File: config.mk
export PLATFORM = sky130hd
export DESIGN_NAME = wide_add_sequencer
export DESIGN_NICKNAME = d
export VERILOG_FILES = /design/src/rtl/wide_add_sequencer.sv
export SDC_FILE = /design/constraint.sdc
export NUM_CORES = 1
export LEC_CHECK = 0
export CAP_MARGIN = 10
export CORE_MARGIN = 2
export CORE_UTILIZATION = 48
export CTS_CLUSTER_SIZE = 30
export DETAILED_ROUTE_END_ITERATION = 10
export GPL_TIMING_DRIVEN = 1
export HOLD_SLACK_MARGIN = 0.02
export PLACE_DENSITY = 0.81
export SLEW_MARGIN = 20
export SYNTH_ARGS = -nofsm -noshare
export SYNTH_HDL_FRONTEND = slang
export SYNTH_SLANG_ARGS = --single-unit
File: constraint.sdc
create_clock -name clk -period 3.4 [get_ports clk]
set_input_delay 0.68 -clock clk [delete_from_list [all_inputs] [get_ports clk]]
set_output_delay 0.68 -clock clk [all_outputs]
set_load 0.05 [all_outputs]
File: src/rtl/wide_add_sequencer.sv
// Sequences a wide unsigned add through an external combinational WORD_W-bit adder,
// one word per cycle, least-significant word first, with a registered carry chain.
module wide_add_sequencer #(
    parameter int WORD_W    = 20,
    parameter int NUM_WORDS = 4,
    parameter int IDX_W     = 2
) (
    input  logic                        clk,
    input  logic                        rst_n,
    input  logic                        in_valid,
    output logic                        in_ready,
    input  logic [WORD_W*NUM_WORDS-1:0] in_a,
    input  logic [WORD_W*NUM_WORDS-1:0] in_b,
    input  logic                        in_cin,
    output logic [WORD_W-1:0]           add_a,
    output logic [WORD_W-1:0]           add_b,
    output logic                        add_cin,
    input  logic [WORD_W-1:0]           add_sum,
    input  logic                        add_cout,
    output logic                        out_valid,
    input  logic                        out_ready,
    output logic [WORD_W*NUM_WORDS-1:0] out_sum,
    output logic                        out_cout,
    output logic                        busy
);

    // state   | meaning
    // IDLE    | waiting for an operand pair, adder inputs held at zero
    // RUN     | feeding word r_idx to the adder, capturing sum and carry
    // DONE    | full result presented until the consumer takes it
    typedef enum logic [1:0] {
        ST_IDLE = 2'd0,
        ST_RUN  = 2'd1,
        ST_DONE = 2'd2
    } state_t;

    localparam int                TOT_W    = WORD_W * NUM_WORDS;
    localparam logic [IDX_W-1:0]  LAST_IDX = IDX_W'(NUM_WORDS - 1);

    state_t             r_state;
    state_t             w_state_next;
    logic [IDX_W-1:0]   r_idx;
    logic               r_carry;
    logic [TOT_W-1:0]   r_a;
    logic [TOT_W-1:0]   r_b;
    logic [WORD_W-1:0]  r_sum [NUM_WORDS];
    logic               r_cout;

    logic [WORD_W-1:0]  w_a_word [NUM_WORDS];
    logic [WORD_W-1:0]  w_b_word [NUM_WORDS];
    logic               w_accept;
    logic               w_last;

    // Word views of the operand registers and reassembly of the result words.
    for (genvar g = 0; g < NUM_WORDS; g++) begin : g_word
        assign w_a_word[g]                   = r_a[g*WORD_W +: WORD_W];
        assign w_b_word[g]                   = r_b[g*WORD_W +: WORD_W];
        assign out_sum[g*WORD_W +: WORD_W]   = r_sum[g];
    end

    assign w_accept = (r_state == ST_IDLE) && in_valid;
    assign w_last   = (r_idx == LAST_IDX);
    assign out_cout = r_cout;

    always_ff @(posedge clk) begin
        if (!rst_n) begin
            r_state <= ST_IDLE;
        end else begin
            r_state <= w_state_next;
        end
    end

    always_comb begin
        w_state_next = r_state;
        in_ready     = 1'b0;
        busy         = 1'b0;
        out_valid    = 1'b0;
        add_a        = '0;
        add_b        = '0;
        add_cin      = 1'b0;
        case (r_state)
            ST_IDLE: begin
                in_ready = 1'b1;
                if (in_valid) begin
                    w_state_next = ST_RUN;
                end
            end
            ST_RUN: begin
                busy    = 1'b1;
                add_a   = w_a_word[r_idx];
                add_b   = w_b_word[r_idx];
                add_cin = r_carry;
                if (w_last) begin
                    w_state_next = ST_DONE;
                end
            end
            ST_DONE: begin
                busy      = 1'b1;
                out_valid = 1'b1;
                if (out_ready) begin
                    w_state_next = ST_IDLE;
                end
            end
            default: begin
                w_state_next = ST_IDLE;
            end
        endcase
    end

    always_ff @(posedge clk) begin
        if (!rst_n) begin
            r_idx   <= '0;
            r_carry <= 1'b0;
            r_a     <= '0;
            r_b     <= '0;
            r_cout  <= 1'b0;
            for (int i = 0; i < NUM_WORDS; i++) begin
                r_sum[i] <= '0;
            end
        end else begin
            if (w_accept) begin
                r_a     <= in_a;
                r_b     <= in_b;
                r_carry <= in_cin;
                r_idx   <= '0;
            end
            // Carry out of word idx becomes carry in of word idx+1.
            if (r_state == ST_RUN) begin
                r_sum[r_idx] <= add_sum;
                r_carry      <= add_cout;
                if (w_last) begin
                    r_cout <= add_cout;
                end else begin
                    r_idx <= r_idx + IDX_W'(1);
                end
            end
        end
    end

endmodule

-- Word level (Yosys, flattened, before mapping)
Memory sizes are Yosys's and may differ from the RTL's.
Cells that the tools add are included.
Widths: inputs -> output; s select.
- flip-flop bits (word level): 166
- bits in writable memories: 80
- input bits: 186
- output and inout bits: 125
- word-level logic and storage cells: 51
- memories kept: 1
- memory list (name ; words ; width ; read ports ; clocked after Yosys merged registers in ; wr ports ; line ; text):
    r_sum ; 4 ; 20 ; 4 ; 0 ; 4 ; 46 ; logic [WORD_W-1:0] r_sum [NUM_WORDS];
- add/subtract/negate cells: 1
- order comparisons: 1
- equality and inequality tests: 6
- multiplexer cells: 28
- bitwise operators: 1
- reduce and logical (&&, ||, !) cells: 7
- operators with widths (kind ; count):
    $mux 20 ; 7
    $bmux 20 s2 ; 2
    $reduce_or 20->1 ; 1
    $mux 2 ; 7
    $mux 1 ; 11
    $ne 2x2->1 const B ; 3
    $pmux 2 s3 ; 1
    $eq 2x2->1 const B ; 2
    $ge 3x3->1 const B ; 1
    $not 2->3 ; 1
    $reduce_and 3->1 ; 1
    $add 2x1->2 const B ; 1
    $eq 2x1->1 const B ; 1
    $logic_not 2->1 ; 1
    $reduce_and 2->1 ; 1
    $reduce_bool 2->1 ; 1
    $reduce_or 2->1 ; 1
    $logic_and 1x1->1 ; 1

-- Logic depth before layout (Yosys ltp)
Gate-level depths: netlist (run 1).
- word-level depth: 6
- depth in mapped cells: 8
- mapped depth without buffers: 5

-- Worst setup path after synthesis (run 1)
No wires, ideal clock.
- path type: reg2reg
- start point: reg r_state[1]
- end point: mem r_sum[2][0], enable pin
- library setup time: 0.425 ns
- arrival: 2.416 ns
- required time: 2.975 ns
- slack: 0.560 ns
- cell stages (with the launch flop): 6
- buffers on the path: 1
- clock period less this slack: 2.840 ns
- cells stage by stage: dfxtp_1 > inv_1 > ha_1 > clkbuf_1 > nand2_1 > o21ai_0
- RTL lines (element ; line ; text):
    start, declared ; 40 ; state_t r_state;
    start signal, assigned ; 69 ; r_state <= w_state_next;
    end, declared ; 46 ;

-- Worst setup path in the final report (run 1)
- start point: reg r_idx[0]
- end point: out add_a[1]
- word-level cells in the longest chain between the ends: 5
- ends and longest elaborated chain (element ; line ; text):
    start, declared ; 42 ; logic [IDX_W-1:0] r_idx;
    start signal, assigned ; 134 ; r_idx <= r_idx + IDX_W'(1);
    $not 2->3 (not written as such) ; 90 ; add_a = w_a_word[r_idx];
    $bmux 20 s2 ; 90 ;
    $mux 20 (not written as such) (2 in series) ; 90 ;
    $mux 20 ; 81 ; case (r_state)
    end, declared ; 15 ; output logic [WORD_W-1:0] add_a,
Every way passes these cells. The select of a mux whose other input is x is not followed.

==> results_dict.tcl, run 1 <==
set metrics [dict create \
    timing.setup.tns_ns 0 \
    grt-ovfl-total 0 \
    drive_gt1_share_pct 8.92 \
    clock-root-buffer "clkbuf_16" \
    slew_headroom_pct 58.1 \
    reg2reg_slack_ns 1.10 \
    syn_nets 1204 \
    grt.total_usage_pct 23.5 \
    crit_family "buffers and inverters" \
    postRouteAntennaNets 0 \
    gp_congestion 0.846 \
    netlist.area_leader.share_pct 31.7 \
    crit_type "reg2out" \
    grt_pass1_vias 7802 \
    ys_types 28 \
    synth.area.top_cells "dfxtp_1 32%, edfxtp_1 23%, nand2_1 12%, a21boi_0 11%, mux4_2 8.6%" \
    hold_buffers 0 \
    nNetsFinal 1485 \
    hpwlAfterDp_um 20100 \
    path_cells "buf_12 -> mux4_2 -> and2_1 -> clkdlybuf4s50_1" \
    fin_cells 1594 \
    ys_seq_area_share_pct 54.6 \
    reg2reg_from "r_state[1]" \
    clkLatencyLatePin_ns 0.51 \
    core-area_um2 21600 \
    synth_common_cells "333 x nand2_1, 166 x dfxtp_1, 147 x a21boi_0" \
    drc 0 \
    dieArea_um2 23000 \
    firstDrtPassIters 4 \
    worst_pin_slew_ns 0.628 \
    place.port_buffers 310 \
    peakVddDrop_uv 404 \
    wl_um 28200 \
    synthCells 1012 \
    synth-edff-count 80 \
    synth_most_common_cell "nand2_1" \
    rows 54 \
    vias_per_cell 5.12 \
    finClkSkew_ns 0.0102 \
    cp-start-kind "register" \
    cap_violations 0 \
    cp_slowest_cell "clkdlybuf4s50_1" \
    period_share_pct 93.6 \
    hold_depth 2 \
    multi_input_area_um2 4360 \
    p_leak_nw 5.93 \
    die_y_um 152 \
    arrival_ns 2.50 \
    initial_core_util_pct 48.5 \
    cts_buffers 25 \
    async_reset_ff_share_pct 0 \
    timing.final.crit_period_ns 3.18 \
    wl_per_cell_um 17.7 \
    rsz0062_at_grt "false" \
    fill_cells 1635 \
    power.density_nw_per_um2 649 \
    syn_area_um2 10500 \
    vias 8168 \
    yosysTopAreaCell "dfxtp_1" \
    syn_to_final_growth_pct 41.2 \
    synth_seq_cells 246 \
    final_hold_viol_count 0 \
    cts-htree-levels 1 \
    dp_cells 1546 \
    max_freq_mhz 314 \
    slowest_delay_ns 0.69 \
    cts_tree "done" \
    drtIter0Drc 367 \
    io_pins 311 \
    antenna_found_initial 2 \
    final-max-slew-violation-count 0 \
    critPathMaxFanout 22 \
    reg2reg_depth 8 \
    area.sequential_um2 5730 \
    syn_avg_cell_area_um2 10.4 \
    required_ns 2.72 \
    finalSetupViolCount 0 \
    die_w_um 152 \
    cp-end-kind "output pin" \
    min_to "r_b[58]" \
    r2r_end "r_sum[1][8]" \
    grt_first_pass_wirelength_um 42200 \
    clock_path_buffers 3 \
    status "completed" \
    critPathBufInv 2 \
    clk_pin_slew_ns 0.06 \
    ys.flop_type "dfxtp_1" \
    synth_warnings 0 \
    grt_max_degree 76 \
    hp-start "r_b[58]" \
    clkSinkCount 246 \
    min-delay-path-class "reg2reg" \
]
==> power by group <==
part	switching (mW)	internal [mW]	leakage [nW]	total, mW
combinational	1.69	1.15	3.30	2.85
sequential	0.277	3.50	2.19	3.78
clock	1.14	1.84	0.434	2.99
==> flip-flops by register name (all words and copies together), names as in the netlist <==
signal and flops:
r_sum 80, r_state 2, r_carry 1, r_idx 2, out_cout 1, r_b 80
r_a 80
==> cells by family after synthesis <==
logic type / after synthesis / synth area share (%)
buf+inv: 84 / 4.02
compound gates: 167 / 11.9
flops: 246 / 54.6
simple gates: 467 / 20.0
fa+ha+maj: 6 / 0.716
mux: 42 / 8.78
==> per-layer routing <==
metal,global-route usage [%],part of all wire (%)
met5,0,0
met3,4.91,7.6
met1,30.2,40
met2,39.2,49
met4,8.84,3.5
==> cell type report <==
| class | instances | share of cell area, % |
|---|---|---|
| flip-flops and latches | 246 | 38.7 |
| repair buffers | 333 | 23.1 |
| inverters | 5 | 0.127 |
| diodes | 3 | 0.0507 |
| clock buffers | 31 | 4.73 |
| multi-input cells | 682 | 29.5 |
| clock inverters | 14 | 1.45 |
| well taps | 280 | 2.37 |
==> worst max-delay path by stage <==
stage               startpoint          end  slack, ns  depth (start not counted)
floorplan           r_state[1]  r_sum[2][0]       0.56                          5
global placement      r_idx[1]    add_b[16]       0.54                          4
detailed placement    r_idx[1]    add_b[16]       0.54                          4
CTS                   r_idx[0]    add_a[14]      0.002                          4
global route          r_idx[1]     add_b[2]       0.11                          4
finish                r_idx[0]     add_a[1]       0.22                          4
==> worst min-delay path: cells and delay by family, from the launching register on <==
family | cells | cell delay, ns
compound gates | 1 | 0.05
simple gates | 1 | 0.05
flops | 1 | 0.31
==> metrics by stage <==
step	utilization (%)	area (um2)	power (mW)	hold slack [ns]	setup slack (ns)
6_report	68.5	14800	9.61	0.455	0.219
5_1_grt	68.4	14800	10.1	0.474	0.106
4_1_cts	68.1	14700	9.69	0.456	0.00182
3_5_place_dp	63.9	13800	6.71	0.447	0.538
3_3_place_gp	63.9	13800	6.64	0.442	0.540
2_1_floorplan	-	10500	5.70	0.432	0.560
==> timing repair <==
| action | in CTS | in global routing |
|---|---|---|
| resized for setup | 1 | 24 |
| endpoints found under the setup margin | 5 | 24 |
| gates cloned | 0 | 0 |
| setup buffers | 0 | 0 |
==> cell usage in the layout (no fill, tap or decap), types with 3 or more instances in the layout <==
cell type / Yosys / routed
buf_4: 10 / 18
clkinv_2: 0 / 3
ha_1: 6 / 5
bufinv_16: 0 / 5
and3_1: 21 / 21
diode_2: 0 / 3
dfxtp_1: 166 / 164
edfxtp_1: 80 / 80
and2_1: 102 / 101
clkdlybuf4s50_1: 0 / 284
clkinvlp_4: 0 / 3
dlymetal6s2s_1: 0 / 24
nand2b_1: 3 / 3
mux4_2: 40 / 40
nand3_1: 3 / 3
inv_1: 5 / 5
clkbuf_8: 0 / 3
buf_12: 2 / 7
a21boi_0: 147 / 147
a21boi_1: 15 / 15
clkbuf_16: 0 / 26
nand2_1: 333 / 332
No activity file was read; power rests on OpenSTA's default activity.
==> run 2: changes to the inputs <==
Settings changed: CORE_MARGIN 2 to not set, SETUP_SLACK_MARGIN set to 0.3.
==> results_dict.tcl, run 2 (synthesis results as in run 1) <==
set metrics [dict create \
    grt-ovfl-total 0 \
    final_common_cell "nand2_1" \
    p_total_mw 9.29 \
    power.density_nw_per_um2 643 \
    dp_cells 1536 \
    nNetsFinal 1480 \
    drive_gt1_share_pct 10.3 \
    clock-root-buffer "clkbuf_16" \
    cp-start-kind "register" \
    final_cell_area_um2 14500 \
    cts_buffers 25 \
    cp_slowest_cell "mux4_2" \
    required_ns 2.72 \
    wl_um 27600 \
    post_dp_cell_area_um2 13800 \
    clk_pin_slew_ns 0.06 \
    core-area_um2 21200 \
    hold_buffers 0 \
    wl_per_cell_um 17.4 \
    fill_cells 1662 \
    crit_family "buffers and inverters" \
    firstDrtPassIters 5 \
    arrival_ns 2.35 \
    max_freq_mhz 330 \
    postRouteAntennaNets 0 \
    period_share_pct 89.1 \
    initial_core_util_pct 49.4 \
    final_util_pct 68.1 \
    timing.setup.tns_ns 0 \
    p_int_mw 6.21 \
    finClkSkew_ns 0.00813 \
    cap_violations 0 \
    die_w_um 150 \
    final_hold_viol_count 0 \
    syn_to_final_growth_pct 37.9 \
    path_cells "buf_16 -> mux4_2 -> and2_1 -> dlygate4sd2_1" \
    drc 0 \
    final_cell_mix "332 x nand2_1, 268 x clkdlybuf4s50_1, 164 x dfxtp_1" \
    die_y_um 150 \
    cts-htree-levels 1 \
    slew_headroom_pct 43.2 \
    switching_share_pct 33.2 \
    critPathMaxFanout 22 \
    grt_max_degree 103 \
    clkPwrFrac_pct 29.2 \
    crit_type "reg2out" \
    gp_congestion 0.824 \
    cts_tree "done" \
    clock_path_buffers 3 \
    grt_pass1_vias 7979 \
    pre_cts_ws_ns 0.537 \
    status "completed" \
    timing.final.crit_period_ns 3.03 \
    antenna_found_initial 2 \
    place.port_buffers 310 \
    reg_top3 "r_a (80), r_b (80), r_sum (80)" \
    cp-end-kind "output pin" \
    rows 53 \
    hpwlAfterDp_um 19000 \
    vias 8116 \
    clkLatencyLatePin_ns 0.52 \
    finalSetupViolCount 0 \
    combPwrFrac_pct 30.4 \
    peakVddDrop_uv 458 \
    fin_cells 1584 \
    dieArea_um2 22400 \
    hold_ws_ns 0.452 \
    pwr-share-seq_pct 40.5 \
    worst_pin_slew_ns 0.852 \
    clkSinkCount 246 \
    min-delay-path-class "reg2reg" \
    final-max-slew-violation-count 0 \
    switchingPower_mw 3.09 \
    area.sequential_um2 5730 \
    critPathBufInv 2 \
    grt_first_pass_wirelength_um 42300 \
    vias_per_cell 5.12 \
    slowest_delay_ns 0.51 \
    rsz0062_at_grt "false" \
    io_pins 311 \
    p_leak_nw 5.51 \
    multi_input_area_um2 4360 \
    grt.total_usage_pct 24.4 \
    post_cts_buffers 0 \
    drtIter0Drc 353 \
    fin_ws_ns 0.370 \
]
[run 2: layout make-up]
cell class	instances	area share, %
repair buffers	328	22.1
multi-input cells	682	30.2
diodes	2	0.0346
clock buffers	31	4.48
flip-flops and latches	246	39.6
inverters	5	0.130
clock inverters	15	1.08
well taps	275	2.38
[run 2: layer usage]
layer	wire length, um	vias up	global-route usage, %
li1	-	3946	-
met2	13600	269	42.7
met3	2080	54	5.91
met5	0	-	0
met4	883	0	8.79
met1	11000	3847	29.1
[run 2: what timing repair did]
item / CTS / global route
setup endpoints to repair: 40 / 36
resized for setup: 43 / 62
gates cloned: 0 / 0
[run 2: path summary, 6_finish.rpt]
path | cells past startpoint | slack (ns) | to | start
setup reg to reg | 8 | 1.03 | r_sum[1][19] | r_state[1]
setup / recovery | 4 | 0.37 | add_a[18] | r_idx[0]
hold reg to reg | 2 | 0.45 | r_b[25] | r_b[25]
hold / removal | 2 | 0.45 | r_b[25] | r_b[25]
[run 2: power groups by stage]
stage	Clock, mW	Sequential [mW]	Combinational [mW]
after floorplan	0	4.08	1.63
after global placement	0	3.79	2.83
after detailed placement	0	3.81	2.88
after CTS	2.76	3.76	2.85
after global routing	2.88	3.81	3.06
final	2.71	3.76	2.82
[run 2: worst min-delay path, delay by kind of cell, from the launching register on]
family             cells  cell delay [ns]
DFF                    1             0.31
and+or+nand+nor        1             0.05
AOI/OAI and AO/OA      1             0.05
